File: src/rtl/axi_pkg.sv
// Shared AXI definitions: response codes and the write-generator state type.
package axi_pkg;

    localparam logic [1:0] RESP_OKAY   = 2'b00;
    localparam logic [1:0] RESP_EXOKAY = 2'b01;
    localparam logic [1:0] RESP_SLVERR = 2'b10;
    localparam logic [1:0] RESP_DECERR = 2'b11;

    localparam int unsigned COUNT_BITS = 16;

    typedef enum logic [1:0] {
        ST_IDLE,
        ST_LOAD,
        ST_ISSUE,
        ST_RESP
    } wr_state_e;

endpackage

File: src/rtl/axi_write_gen.sv
// AXI write initiator: drains a valid/ready word stream into consecutive
// addresses using single-beat writes with one transaction outstanding.
module axi_write_gen
    import axi_pkg::*;
#(
    parameter int unsigned ADDR_BITS = 17,
    parameter int unsigned DATA_BITS = 64,
    parameter int unsigned STRB_BITS = DATA_BITS / 8
) (
    input  logic                  clock,
    input  logic                  reset,
    input  logic                  start,
    input  logic [ADDR_BITS-1:0]  start_addr,
    input  logic [COUNT_BITS-1:0] start_count,
    output logic                  busy,
    output logic                  done,
    output logic                  error,
    input  logic                  in_valid,
    output logic                  in_ready,
    input  logic [DATA_BITS-1:0]  in_data,
    output logic                  axi_awvalid,
    input  logic                  axi_awready,
    output logic [ADDR_BITS-1:0]  axi_awaddr,
    output logic                  axi_wvalid,
    input  logic                  axi_wready,
    output logic [DATA_BITS-1:0]  axi_wdata,
    output logic [STRB_BITS-1:0]  axi_wstrb,
    input  logic                  axi_bvalid,
    output logic                  axi_bready,
    input  logic [1:0]            axi_bresp
);

    localparam logic [ADDR_BITS-1:0] ADDR_STEP = ADDR_BITS'(STRB_BITS);
    localparam logic [ADDR_BITS-1:0] ADDR_MASK = ~ADDR_BITS'(STRB_BITS - 1);

    wr_state_e             state;
    logic [COUNT_BITS-1:0] remaining;
    logic                  aw_ok_c;
    logic                  w_ok_c;

    // A channel is finished once its valid has dropped or is handshaking now.
    assign aw_ok_c   = !axi_awvalid || axi_awready;
    assign w_ok_c    = !axi_wvalid  || axi_wready;
    assign axi_wstrb = '1;

    always_ff @(posedge clock) begin
        if (reset) begin
            state       <= ST_IDLE;
            remaining   <= '0;
            busy        <= 1'b0;
            done        <= 1'b0;
            error       <= 1'b0;
            in_ready    <= 1'b0;
            axi_awvalid <= 1'b0;
            axi_awaddr  <= '0;
            axi_wvalid  <= 1'b0;
            axi_wdata   <= '0;
            axi_bready  <= 1'b0;
        end else begin
            done <= 1'b0;
            case (state)
                ST_IDLE: begin
                    if (start) begin
                        error <= 1'b0;
                        if (start_count != '0) begin
                            axi_awaddr <= start_addr & ADDR_MASK;
                            remaining  <= start_count;
                            busy       <= 1'b1;
                            in_ready   <= 1'b1;
                            state      <= ST_LOAD;
                        end else begin
                            done <= 1'b1;
                        end
                    end
                end
                ST_LOAD: begin
                    if (in_valid) begin
                        in_ready    <= 1'b0;
                        axi_wdata   <= in_data;
                        axi_awvalid <= 1'b1;
                        axi_wvalid  <= 1'b1;
                        state       <= ST_ISSUE;
                    end
                end
                ST_ISSUE: begin
                    if (axi_awready) axi_awvalid <= 1'b0;
                    if (axi_wready)  axi_wvalid  <= 1'b0;
                    if (aw_ok_c && w_ok_c) begin
                        axi_bready <= 1'b1;
                        state      <= ST_RESP;
                    end
                end
                ST_RESP: begin
                    if (axi_bvalid) begin
                        axi_bready <= 1'b0;
                        if (axi_bresp != RESP_OKAY) error <= 1'b1;
                        remaining  <= remaining - COUNT_BITS'(1);
                        axi_awaddr <= axi_awaddr + ADDR_STEP;
                        if (remaining == COUNT_BITS'(1)) begin
                            done  <= 1'b1;
                            busy  <= 1'b0;
                            state <= ST_IDLE;
                        end else begin
                            in_ready <= 1'b1;
                            state    <= ST_LOAD;
                        end
                    end
                end
                default: state <= ST_IDLE;
            endcase
        end
    end

endmodule

File: config.mk
export PLATFORM = sky130hd
export DESIGN_NAME = axi_write_gen
export DESIGN_NICKNAME = d
export VERILOG_FILES = /design/src/rtl/axi_pkg.sv /design/src/rtl/axi_write_gen.sv
export SDC_FILE = /design/constraint.sdc
export NUM_CORES = 1
export LEC_CHECK = 0
export ABC_AREA = 1
export BUFFER_PORTS_ARGS = -buffer_cell sky130_fd_sc_hd__buf_2
export CORE_ASPECT_RATIO = 0.7
export CORE_MARGIN = 2
export CORE_UTILIZATION = 26
export CTS_BUF_LIST = sky130_fd_sc_hd__clkbuf_4
export CTS_CLUSTER_SIZE = 16
export DETAILED_ROUTE_END_ITERATION = 8
export SLEW_MARGIN = 30
export SYNTH_ARGS = -nofsm -noshare
export SYNTH_HDL_FRONTEND = slang
export SYNTH_SLANG_ARGS = --single-unit
File: constraint.sdc
create_clock -name clock -period 4.83 [get_ports clock]
set_input_delay 0.2415 -clock clock [delete_from_list [all_inputs] [get_ports clock]]
set_output_delay 0.2415 -clock clock [all_outputs]
set_load 0.1 [all_outputs]
==> qor.txt <==
grt ovf -> 0
Num CTS Buffers -> 9
Final GP Congestion -> 0.850
RR Endpoint -> axi_awaddr[6]
Synth Flop Type -> dfxtp_1
sequential fraction of the synthesis area -> 40.7%
initial drt markers -> 322
mapped cell area -> 5070 sq um
Netlist cell types -> 33
Largest stage delay, worst path -> 0.46 ns
number of flops mapped to enable cells by yosys -> 0
fin nets -> 1111
Layout fillers -> 2071
pin count of the biggest net entering global routing -> 66
layout cells sized above 1 -> 23.3%
Worst Path Max Fanout -> 52
dpl hpwl -> 10.8 mm
area of the core -> 19000 sq um
crit path to -> axi_awaddr[6]
row count -> 42
Remaining DRCs -> 0
Crit. End Element -> flip-flop
final WL -> 15.9 mm
Yosys reg bits -> 103
Critical Path AT -> 2.85 ns
CTS Buffer Depth -> 2
Worst-path clk slew -> 0.17 ns
final setup violation count -> 0
number of buffers added on ports -> 187
Vias per Instance -> 4.38
Final Critical Period -> 2.42 ns
Setup Buffers After CTS -> 0
gate count of the mapped netlist -> 768
post-cts repair resize count -> 0
total track usage -> 15.1%
CTS Hold Bufs -> 64
global-route wire length before repair -> 24.9 mm
most frequent cell after synthesis -> nor2_1
Yosys top cell by area -> dfxtp_1
CP startpoint -> state[0]
Cell Pwr Density -> 703 nW/um^2
clk sinks -> 103
Final period util -> 50.1%
status -> completed
required time worst endpoint -> 5.26 ns
vias in the first global route -> 5095
Avg Synthesized Cell Area -> 6.60 sq um
Synthesis Warnings -> 0
Clock Latency Late Sink -> 0.49 ns
Yosys top cell area share -> 40.7%
# H-tree levels -> 3
Max Slew Vio Count -> 0
Peak supply drop -> 489 uV
Final Skew -> 0.0193 ns
unrepaired setup endpoints after global routing -> no
initial core utilization -> 26.6%
Die Y-Extent -> 121 um
Worst Setup Start Kind -> flip-flop
Die ar. -> 20600 sq um
Slew @ Worst Pin -> 0.591 ns
Critical R2R Launch -> state[0]
Hold Crit Class -> input pin to flip-flop
io pins -> 202
Async S/R FF share, synth -> 0%
initial antenna violation count -> 2
kind of critical path -> flip-flop to flip-flop
die width -> 171 um
max_cap viols -> 0
headroom to the max-slew limit -> 60.6%
drt first pass iters -> 5
crit path cell chain -> ha_2 -> buf_4 -> nor2_1 -> nor2_4 -> nand2_4 -> inv_4 -> o21ai_0 -> a21oi_1
Root Driver -> clkbuf_4
commonest cells in the netlist -> nor2_1, nand2_1, dfxtp_1
synthesis-to-layout area growth -> 37.4%
TNS Setup -> 0 ns
Crit-path slowest cell -> buf_4
Vias -> 5561
top cells by area, synth -> dfxtp_1, nor2_1, o21ai_0, nand2_1, nand3_1
R2R Setup Slk -> 2.41 ns
CTS tree -> done
Avg WL per Cell -> 12.5 um
Worst Reg-to-Reg Cells -> 8
Final Hold Fails -> 0
Leakage -> 3.27 nW
Hold WS -> 0.0664 ns
post-route ant nets -> 0
Max Clk Rate -> 413 MHz
==> stage by stage <==
step	power [mW]	instances	util, %	worst slack, ns	area [sq um]
6_report	4.90	1269	36.6	2.41	6960
5_1_grt	5.23	1268	36.6	2.15	6960
4_1_cts	4.93	1265	36.5	2.40	6950
3_5_place_dp	4.37	1185	32.3	2.43	6150
3_3_place_gp	4.35	1185	32.3	2.45	6150
2_1_floorplan	3.88	777	-	2.64	5100
==> placed cells by master, fill, tap and decap left out, types with 5 or more instances in the layout <==
master,instances
nor2_1,204
buf_2,187
nand2_1,121
dfxtp_1,103
o21ai_0,101
dlygate4sd3_1,65
inv_1,56
nand3_1,43
a21oi_1,31
conb_1,11
clkbuf_4,9
nand4_1,7
nor2_2,7
ha_1,7
nor3_1,5
buf_4,5
==> sequential cells by signal (all words and copies together), names as in the netlist <==
signal       count
remaining       16
axi_wvalid       1
busy             1
axi_awaddr      14
done             1
in_ready         1
axi_wdata       64
axi_awvalid      1
axi_bready       1
state            2
error            1
==> final cells by class <==
type | count | area [sq um] | share of cell area (%)
multi-input cells | 565 | 2550 | 36.7
flip-flops and latches | 103 | 2060 | 29.6
repair buffers | 257 | 1620 | 23.3
well taps | 264 | 330 | 4.74
inverters | 61 | 231 | 3.32
clock inverters | 7 | 85.1 | 1.22
clock buffers | 9 | 67.6 | 0.970
diodes | 3 | 7.51 | 0.108
==> power breakdown <==
part	switching, mW	leakage, nW	internal [mW]
registers	0.207	0.845	1.12
clock network	0.331	0.0834	0.169
logic	2.47	2.34	0.605
total	3.01	3.27	1.89
==> worst min path at each step <==
stage | from | end | slack (ns) | cells past startpoint
after CTS | in_data[16] | axi_wdata[16] | 0.008 | 3
after global placement | axi_wdata[60] | axi_wdata[60] | 0.46 | 2
after floorplan | reset | remaining[2] | 0.31 | 1
final | start_addr[13] | axi_awaddr[13] | 0.07 | 5
after global routing | start | done | 0.01 | 3
after detailed placement | axi_wdata[26] | axi_wdata[26] | 0.47 | 2
==> logic make-up (layout without fill, tap and decap cells) <==
kind of cell	after synthesis	after routing	share of synthesized area, %
AO/OA/AOI/OAI	146	146	15.0
adder cells (fa/ha/maj)	8	8	1.97
buffers and inverters	109	334	9.68
flip-flops	103	103	40.7
other	2	14	0.148
AND/OR/NAND/NOR	400	400	32.5
==> layer usage <==
layer / track usage (%) / vias to the layer above / routed length, um
met5: 0 / - / 0
met4: 6.14 / 0 / 391
met3: 3.76 / 26 / 922
met2: 23.3 / 167 / 7030
met1: 20.1 / 2487 / 7580
li1: - / 2881 / -
==> worst max-delay path: cells and delay by family (launching register included) <==
kind | cells | cell delay, ns
AO/OA/AOI/OAI | 2 | 0.29
adder cells (fa/ha/maj) | 1 | 0.21
buffers and inverters | 2 | 0.78
flip-flops | 1 | 0.44
AND/OR/NAND/NOR | 3 | 0.62
No activity file was read; power rests on OpenSTA's default activity.
